--- config.mk ---
export PLATFORM = sky130hd
export DESIGN_NAME = glb_port_arbiter_flat
export DESIGN_NICKNAME = d
export VERILOG_FILES = /design/src/rtl/glb_port_arbiter_if.sv /design/src/rtl/glb_port_arbiter.sv /design/src/flat_wrapper.sv
export SDC_FILE = /design/constraint.sdc
export NUM_CORES = 1
export LEC_CHECK = 0
export ABC_AREA = 0
export CAP_MARGIN = 30
export CORE_MARGIN = 8
export CORE_UTILIZATION = 29
export CTS_BUF_LIST = sky130_fd_sc_hd__clkbuf_4
export DETAILED_ROUTE_END_ITERATION = 8
export PLACE_DENSITY = 0.95
export SLEW_MARGIN = 15
export SYNTH_ARGS = -nofsm -noshare
export SYNTH_HDL_FRONTEND = slang
export SYNTH_SLANG_ARGS = --single-unit
--- constraint.sdc ---
create_clock -name clk -period 6 [get_ports clk]
set_input_delay 1.2 -clock clk [delete_from_list [all_inputs] [get_ports clk]]
set_output_delay 1.2 -clock clk [all_outputs]
set_load 0.1 [all_outputs]
--- src/rtl/glb_port_arbiter_if.sv ---
// Requester-side and SRAM-side bus of the global-buffer port arbiter.
// The arbiter takes the slave view; requesters plus the SRAM macro take the master view.
interface glb_port_arbiter_if #(
   parameter int NUM_REQ    = 3,
   parameter int DATA_WIDTH = 32,
   parameter int ADDR_WIDTH = 12
);
   logic [NUM_REQ-1:0]            req;
   logic [NUM_REQ-1:0]            lock;
   logic [NUM_REQ-1:0]            we;
   logic [NUM_REQ*ADDR_WIDTH-1:0] addr;
   logic [NUM_REQ*DATA_WIDTH-1:0] wdata;
   logic [NUM_REQ-1:0]            gnt;
   logic [NUM_REQ-1:0]            rvalid;
   logic [DATA_WIDTH-1:0]         rdata;
   logic                          mem_en;
   logic                          mem_we;
   logic [ADDR_WIDTH-1:0]         mem_addr;
   logic [DATA_WIDTH-1:0]         mem_wdata;
   logic [DATA_WIDTH-1:0]         mem_rdata;

   modport master (
      output req, lock, we, addr, wdata, mem_rdata,
      input  gnt, rvalid, rdata, mem_en, mem_we, mem_addr, mem_wdata
   );

   modport slave (
      input  req, lock, we, addr, wdata, mem_rdata,
      output gnt, rvalid, rdata, mem_en, mem_we, mem_addr, mem_wdata
   );
endinterface

--- src/rtl/glb_port_arbiter.sv ---
// Global-buffer SRAM port arbiter: round-robin with bounded burst locking,
// read data routed back to its requester through a fixed-latency tag pipeline.
module glb_port_arbiter #(
   parameter int NUM_REQ    = 3,
   parameter int DATA_WIDTH = 32,
   parameter int ADDR_WIDTH = 12,
   parameter int MEM_LAT    = 1,
   parameter int MAX_LOCK   = 16
) (
   input  logic              clk,
   input  logic              rst,
   input  logic              halt,
   glb_port_arbiter_if.slave bus
);
   localparam int IDX_W = (NUM_REQ > 1) ? $clog2(NUM_REQ) : 1;
   localparam int CNT_W = $clog2(MAX_LOCK) + 1;

   logic [IDX_W-1:0]              last_q, last_d;
   logic [IDX_W-1:0]              owner_q, owner_d;
   logic                          locked_q, locked_d;
   logic [CNT_W-1:0]              lock_cnt_q, lock_cnt_d;
   logic [MEM_LAT-1:0]            tag_valid_q, tag_valid_d;
   logic [MEM_LAT-1:0][IDX_W-1:0] tag_id_q, tag_id_d;

   logic               owner_req;
   logic               lock_hit;
   logic               lock_expired;
   logic [NUM_REQ-1:0] owner_mask;
   logic [NUM_REQ-1:0] cand;
   logic               gnt_valid;
   logic [IDX_W-1:0]   gnt_idx;
   logic [IDX_W-1:0]   rr_idx;
   int                 rr_sum;

   always_comb begin
      owner_mask          = '0;
      owner_mask[owner_q] = 1'b1;
      owner_req           = locked_q && bus.req[owner_q];
      lock_hit            = owner_req && (lock_cnt_q < CNT_W'(MAX_LOCK));
      lock_expired        = owner_req && !lock_hit;
      cand                = bus.req;
      // An expired owner yields to anyone else waiting but keeps the port when alone.
      if (lock_expired && (|(bus.req & ~owner_mask))) begin
         cand = bus.req & ~owner_mask;
      end
      gnt_valid = 1'b0;
      gnt_idx   = '0;
      rr_sum    = 0;
      rr_idx    = '0;
      if (lock_hit) begin
         gnt_valid = 1'b1;
         gnt_idx   = owner_q;
      end else begin
         for (int k = 1; k <= NUM_REQ; k++) begin
            rr_sum = int'(last_q) + k;
            if (rr_sum >= NUM_REQ) begin
               rr_sum = rr_sum - NUM_REQ;
            end
            rr_idx = IDX_W'(rr_sum);
            if (!gnt_valid && cand[rr_idx]) begin
               gnt_valid = 1'b1;
               gnt_idx   = rr_idx;
            end
         end
      end
      if (halt || rst) begin
         gnt_valid = 1'b0;
         gnt_idx   = '0;
      end
   end

   always_comb begin
      bus.gnt       = '0;
      bus.mem_en    = 1'b0;
      bus.mem_we    = 1'b0;
      bus.mem_addr  = '0;
      bus.mem_wdata = '0;
      if (gnt_valid) begin
         bus.gnt[gnt_idx] = 1'b1;
         bus.mem_en       = 1'b1;
         bus.mem_we       = bus.we[gnt_idx];
         bus.mem_addr     = bus.addr[int'(gnt_idx)*ADDR_WIDTH +: ADDR_WIDTH];
         bus.mem_wdata    = bus.wdata[int'(gnt_idx)*DATA_WIDTH +: DATA_WIDTH];
      end
      bus.rvalid                        = '0;
      bus.rvalid[tag_id_q[MEM_LAT-1]]   = tag_valid_q[MEM_LAT-1];
   end

   assign bus.rdata = bus.mem_rdata;

   always_comb begin
      last_d     = last_q;
      owner_d    = owner_q;
      locked_d   = locked_q;
      lock_cnt_d = lock_cnt_q;
      if (halt) begin
         locked_d   = 1'b0;
         lock_cnt_d = '0;
      end else if (gnt_valid) begin
         last_d = gnt_idx;
         if (bus.lock[gnt_idx]) begin
            locked_d   = 1'b1;
            owner_d    = gnt_idx;
            lock_cnt_d = lock_hit ? (lock_cnt_q + CNT_W'(1)) : CNT_W'(1);
         end else begin
            locked_d   = 1'b0;
            lock_cnt_d = '0;
         end
      end else if (locked_q && !owner_req) begin
         locked_d   = 1'b0;
         lock_cnt_d = '0;
      end
   end

   // Stage 0 records who issued a read this cycle; the last stage lines up with mem_rdata.
   always_comb begin
      tag_valid_d    = '0;
      tag_id_d       = '0;
      tag_valid_d[0] = gnt_valid && !bus.we[gnt_idx];
      tag_id_d[0]    = tag_valid_d[0] ? gnt_idx : '0;
      for (int k = 1; k < MEM_LAT; k++) begin
         tag_valid_d[k] = tag_valid_q[k-1];
         tag_id_d[k]    = tag_id_q[k-1];
      end
   end

   always_ff @(posedge clk or posedge rst) begin
      if (rst) begin
         last_q      <= IDX_W'(NUM_REQ - 1);
         owner_q     <= '0;
         locked_q    <= 1'b0;
         lock_cnt_q  <= '0;
         tag_valid_q <= '0;
         tag_id_q    <= '0;
      end else begin
         last_q      <= last_d;
         owner_q     <= owner_d;
         locked_q    <= locked_d;
         lock_cnt_q  <= lock_cnt_d;
         tag_valid_q <= tag_valid_d;
         tag_id_q    <= tag_id_d;
      end
   end
endmodule

--- src/flat_wrapper.sv ---
// flat-port wrapper written by rule: the top's interface ports become plain ports
module glb_port_arbiter_flat 
#(
   parameter int NUM_REQ    = 3,
   parameter int DATA_WIDTH = 32,
   parameter int ADDR_WIDTH = 12,
   parameter int MEM_LAT    = 1,
   parameter int MAX_LOCK   = 16
)
  (clk, rst, halt, bus_req, bus_lock, bus_we, bus_addr, bus_wdata, bus_mem_rdata, bus_gnt, bus_rvalid, bus_rdata, bus_mem_en, bus_mem_we, bus_mem_addr, bus_mem_wdata);
  glb_port_arbiter_if #(.NUM_REQ(NUM_REQ), .DATA_WIDTH(DATA_WIDTH), .ADDR_WIDTH(ADDR_WIDTH)) bus_i ();
  input  logic clk;
  input  logic rst;
  input  logic halt;
  input wire logic [$bits(bus_i.req)-1:0] bus_req;
  input wire logic [$bits(bus_i.lock)-1:0] bus_lock;
  input wire logic [$bits(bus_i.we)-1:0] bus_we;
  input wire logic [$bits(bus_i.addr)-1:0] bus_addr;
  input wire logic [$bits(bus_i.wdata)-1:0] bus_wdata;
  input wire logic [$bits(bus_i.mem_rdata)-1:0] bus_mem_rdata;
  output wire logic [$bits(bus_i.gnt)-1:0] bus_gnt;
  output wire logic [$bits(bus_i.rvalid)-1:0] bus_rvalid;
  output wire logic [$bits(bus_i.rdata)-1:0] bus_rdata;
  output wire logic [$bits(bus_i.mem_en)-1:0] bus_mem_en;
  output wire logic [$bits(bus_i.mem_we)-1:0] bus_mem_we;
  output wire logic [$bits(bus_i.mem_addr)-1:0] bus_mem_addr;
  output wire logic [$bits(bus_i.mem_wdata)-1:0] bus_mem_wdata;
  assign bus_i.req = bus_req;
  assign bus_i.lock = bus_lock;
  assign bus_i.we = bus_we;
  assign bus_i.addr = bus_addr;
  assign bus_i.wdata = bus_wdata;
  assign bus_i.mem_rdata = bus_mem_rdata;
  assign bus_gnt = bus_i.gnt;
  assign bus_rvalid = bus_i.rvalid;
  assign bus_rdata = bus_i.rdata;
  assign bus_mem_en = bus_i.mem_en;
  assign bus_mem_we = bus_i.mem_we;
  assign bus_mem_addr = bus_i.mem_addr;
  assign bus_mem_wdata = bus_i.mem_wdata;
  glb_port_arbiter #(.NUM_REQ(NUM_REQ), .DATA_WIDTH(DATA_WIDTH), .ADDR_WIDTH(ADDR_WIDTH), .MEM_LAT(MEM_LAT), .MAX_LOCK(MAX_LOCK)) u_core (.clk(clk), .rst(rst), .halt(halt), .bus(bus_i));
endmodule
* Yosys cells after proc, flatten, opt, wreduce, memory -nomap -nowiden
Index checks and enable logic that the tools add are counted.
** Word-level totals
- Input port bits :: 176
- Word-level logic and storage cells :: 106
- Register bits after elaboration :: 13
** Cells by class
- Add/sub/neg operators :: 7
- Multipliers :: 1
- Reductions and logical operators :: 21
- Shift-type cells :: 2
- Bitwise logic cells :: 4
- $lt $le $gt $ge :: 13
- Mux-type cells :: 52
** Operators with widths (number)
- variable part select 96 x 8 -> 32 bit :: 1
- variable part select 36 x 32 -> 12 bit :: 1
- 2-to-1 mux 32 bit :: 1
- 2-to-1 mux 5 bit :: 5
- 2-to-1 mux 2 bit :: 12
- 2-to-1 mux 1 bit :: 22
- less-than comparator 2 x 3 -> 1 bit (second input constant) :: 6
- binary-select mux 1 bit (select 2 bit) :: 6
- 2-to-1 mux 12 bit :: 1
- logical AND 1 bit :: 11
- >= comparator 3 x 2 -> 1 bit (second input constant) :: 3
- adder 2 x 2 -> 3 bit (second input constant) :: 2
- AND 3 bit :: 2
- demux 1 bit (select 2 bit) :: 3
- >= comparator 2 x 1 -> 1 bit (second input constant) :: 3
- 2-to-1 mux 3 bit :: 2
- subtractor 2 x 1 -> 2 bit (second input constant) :: 3
- adder 5 x 1 -> 5 bit (second input constant) :: 1
- logical NOT 1 bit :: 5
- less-than comparator 5 bit (second input constant) :: 1
- multiplier 2 x 2 -> 4 bit (second input constant) :: 1
- adder 2 x 1 -> 3 bit (second input constant) :: 1
- NOT 3 bit :: 1
- AND reduction 3 bit :: 1
- 5 further kinds :: 5

* Longest topological paths before layout
- Depth after elaboration :: 27
- Depth in mapped cells :: 13
- Depth with buffers taken out :: 12

* Worst setup path before layout
Ideal clock, no wire load.
- Kind :: input-to-output
- Start point :: input port bus_req[2]
- End point :: output port bus_mem_wdata[30]
- Setup slack :: -166 ps
- Buffers on the path :: 2
- Data required time :: 4800 ps
- Stages on the path :: 12
- Data arrival time :: 4966 ps
- Cell sequence :: buf_2 o21ai_1 o21ai_1 o22ai_1 o31a_1 nor2_1 o21ai_1 inv_1 nor2_1 buf_2 a22oi_1 o21ai_0
** On the way
- Word-level cells in the longest chain between the ends :: 23
** RTL lines
- start, declared :: line flat_wrapper.sv:15 : input wire logic [$bits(bus_i.req)-1:0] bus_req;
- binary-select mux 1 bit (select 2 bit) :: line glb_port_arbiter.sv:38 : owner_req = locked_q && bus.req[owner_q];
- 2-to-1 mux 1 bit (implied by the code) :: line glb_port_arbiter.sv:38
- logical AND 1 bit :: line glb_port_arbiter.sv:38
- logical AND 1 bit :: line glb_port_arbiter.sv:39 : lock_hit = owner_req && (lock_cnt_q < CNT_W'(MAX_LOCK));
- logical NOT 1 bit :: line glb_port_arbiter.sv:40 : lock_expired = owner_req && !lock_hit;
- logical AND 1 bit :: line glb_port_arbiter.sv:40
- logical AND 1 bit :: line glb_port_arbiter.sv:43 : if (lock_expired && (|(bus.req & ~owner_mask))) begin
- 2-to-1 mux 3 bit :: line glb_port_arbiter.sv:43
- (+7 left out)
- 2-to-1 mux 1 bit :: line glb_port_arbiter.sv:50 : if (lock_hit) begin
- logical NOT 1 bit :: line glb_port_arbiter.sv:60 : if (!gnt_valid && cand[rr_idx]) begin
- logical AND 1 bit :: line glb_port_arbiter.sv:60
- 2-to-1 mux 2 bit :: line glb_port_arbiter.sv:60
- 2-to-1 mux 2 bit :: line glb_port_arbiter.sv:50
- 2-to-1 mux 2 bit :: line glb_port_arbiter.sv:66 : if (halt || rst) begin
- variable part select 96 x 8 -> 32 bit :: line glb_port_arbiter.sv:83 : bus.mem_wdata = bus.wdata[int'(gnt_idx)*DATA_WIDTH +: DATA_WIDTH];
- 2-to-1 mux 32 bit (*) :: line glb_port_arbiter.sv:78 : if (gnt_valid) begin
- end, declared :: line flat_wrapper.sv:27 : output wire logic [$bits(bus_i.mem_wdata)-1:0] bus_mem_wdata;
Every way passes the cells marked *; elsewhere a longest branch is shown, timed or not. The select of a mux whose other input is x is not followed.

* Worst setup path after layout
- Start point :: input port bus_req[2]
- End point :: output port bus_mem_wdata[3]
The elaborated chain is that of the path after synthesis.

==> impl_metrics.toml <==
[status]
status = "complete, no violations"

[clock_network]
cts.sinks = 13
post_cts_buffers = 0
cts_resized = 0
ctsHoldBuffers = 0
htreeDepth = 1
cts_made_buffers = 3
clkTransAtPathRegs_ns = 0.07
clk-insertion-delay-late_ns = 0.28
root_buffer = "clkbuf_4"
clockBufferDepth = 2
cts_tree = "done"

[critical_path]
critPathCaptureType = "output pin"
slowest_stage = "clkdlybuf4s50_1"
crit_top_cell = "o21ai_1"
start_kind = "primary input"
required_ns = 4.80
path_max_fanout = 30
slowest_delay_ns = 0.65
arrival_ns = 4.36
crit_chain = "clkdlybuf4s50_1, o21ai_1, o21ai_1, o22ai_1, o31a_1, nor2_1, o21ai_1, inv_1, buf_4, a22oi_1, a21oi_1, buf_12"
critical_path_class = "in -> out"

[timing]
maxSlewHeadroom_pct = 34.1
timing.hold.ws_ns = 0.527
period_share_pct = 92.7
maxSlewViolCount = 0
skew_ns = 0.00671
max_freq_ghz = 0.180
period_needed_ns = 5.56
setup_viol = 0
fin_setup_tns_ns = 0
rsz0062_at_grt = "false"
hold_viol = 0
timing.final.ws_setup_ns = 0.438
worst_slew_pin_slew_ns = 0.986

[yosys]
synthArstFlopShare_pct = 100
synth_top_area_share_pct = 16.0
netlist_instances = 300
syn-cell-area_um2 = 2060
yosys.area.top_type = "a22oi_1"
synth_top_flop_cell = "dfrtp_1"
ys_types = 48
synth.avg_cell_area_um2 = 6.88
ys_warn_count = 0
synth_edf_count = 0
synth_nets = 480
ys_seq_area_share_pct = 15.8
ys_seq_elements = 13
synthTopCellsByArea = "a22oi_1, dfrtp_1, nand2_1, buf_4, a21oi_1"

[global_route]
grt_overflow = 0
grt_pass1_wl_um = 15900
antenna_found_initial = 0
grt_start_max_net_pins = 31
grt_pass1_vias = 3045
grtUsageTotal_pct = 19.7

[place]
post_dp_cell_area_um2 = 4350
post-dp-hpwl_um = 9040
routabilityCongestion = 0.925
dp_slack_ns = 0.547
portBuffers = 195

[floorplan]
die_area_um2 = 10100
rows = 30
core_um2 = 6830
die_w_um = 100
pin_count = 260
die_h_um = 100
initial_core_util_pct = 30.2

[detailed_routing]
postRouteAntennaNets = 0
firstDrtPassIters = 5
vias = 2897
wl_per_cell_um = 19.2
drc = 0
drt_iter0_drc = 169
routed_wl_um = 10600
via_per_inst = 5.25

[power]
p_leak_nw = 1.84
finalPower_mw = 1.90
p_per_area_nw_per_um2 = 434
ir_worst_vdd_mv = 0.347

[flow_run]
drv_cap = 0

[finish]
final_cell_mix = "clkdlybuf4s50_1, nand2_1, buf_12, a22oi_1, a21oi_1"
n_antenna_cell = 0
area_delta_synth_final_pct = 112
finalInstanceArea_um2 = 4380
nNetsFinal = 637
layout_commonest_cell = "clkdlybuf4s50_1"
n_fill_cell = 544
drive_gt1_share_pct = 15.4

[worst_hold_path]
hold_class = "reg -> reg"
[layout make-up]
type	instances	area, µm²	share of cell area (%)
multi-input cells	227	1390	31.7
clock buffers	4	30.0	0.686
flip-flops and latches	13	327	7.46
repair buffers	204	2480	56.7
well taps	96	120	2.74
inverters	8	30.0	0.686
[layer usage]
layer | GRT usage [%] | routed length (µm) | up-vias | share of wire, %
met5 | 0 | 0 | - | 0
met4 | 4.65 | 179 | 0 | 1.7
met3 | 8.30 | 1150 | 20 | 11
met2 | 33.7 | 5200 | 188 | 49
met1 | 22.1 | 4090 | 1324 | 39
li1 | - | - | 1365 | -
[worst paths after layout]
| check | start | end | slack (ns) | depth (start not counted) |
|---|---|---|---|---|
| min in group asynchronous | rst | u_core.locked_q | 1.28 | 2 |
| worst max register to register | u_core.last_q[1] | u_core.lock_cnt_q[2] | 2.70 | 12 |
| worst min register to register | u_core.last_q[1] | u_core.last_q[1] | 0.53 | 1 |
| worst min-delay path | u_core.last_q[1] | u_core.last_q[1] | 0.53 | 1 |
| max in group asynchronous | rst | u_core.last_q[1] | 4.36 | 2 |
| worst max-delay path | bus_req[2] | bus_mem_wdata[3] | 0.44 | 12 |
[cells by family after synthesis]
family / count (synthesis) / share of synthesized area, %
AOI/OAI and AO/OA: 108 / 37.3
DFF: 13 / 15.8
xor gates and xnor gates: 1 / 0.425
buffers and inverters: 60 / 17.3
muxes: 7 / 3.40
and+or+nand+nor: 107 / 23.3
adders and majority gates: 4 / 2.43
[Yosys cell counts, types with 5 or more instances]
cell type	n
nand2_1	72
a22oi_1	44
buf_4	32
a21oi_1	22
dfrtp_1	12
nor2_1	12
buf_2	9
clkbuf_1	9
inv_1	7
mux2i_1	7
o21ai_0	7
a22o_1	5
[metrics by stage]
step           instances  utilization (%)
3_3_place_gp         548             63.7
6_report             552             64.1
4_1_cts              552             64.1
5_1_grt              552             64.1
3_5_place_dp         548             63.7
2_1_floorplan        300                -
[power by group]
part	total, mW	internal [mW]	switching, mW
Combinational	1.70	0.599	1.10
Clock	0.0601	0.0304	0.0297
Sequential	0.136	0.108	0.0287
[sequential cells by signal, summed over array words and instances, names as in the netlist]
name / cells
u_core.last_q: 2
u_core.tag_id_q: 2
u_core.locked_q: 1
u_core.tag_valid_q: 1
u_core.lock_cnt_q: 5
u_core.owner_q: 2
[worst max-delay path, delay by kind of cell]
kind                   cells  cell delay, ns
AOI/OAI and AO/OA          7            1.61
and+or+nand+nor            1            0.11
buffers and inverters      4            1.42
No activity file was read; power rests on OpenSTA's default activity.
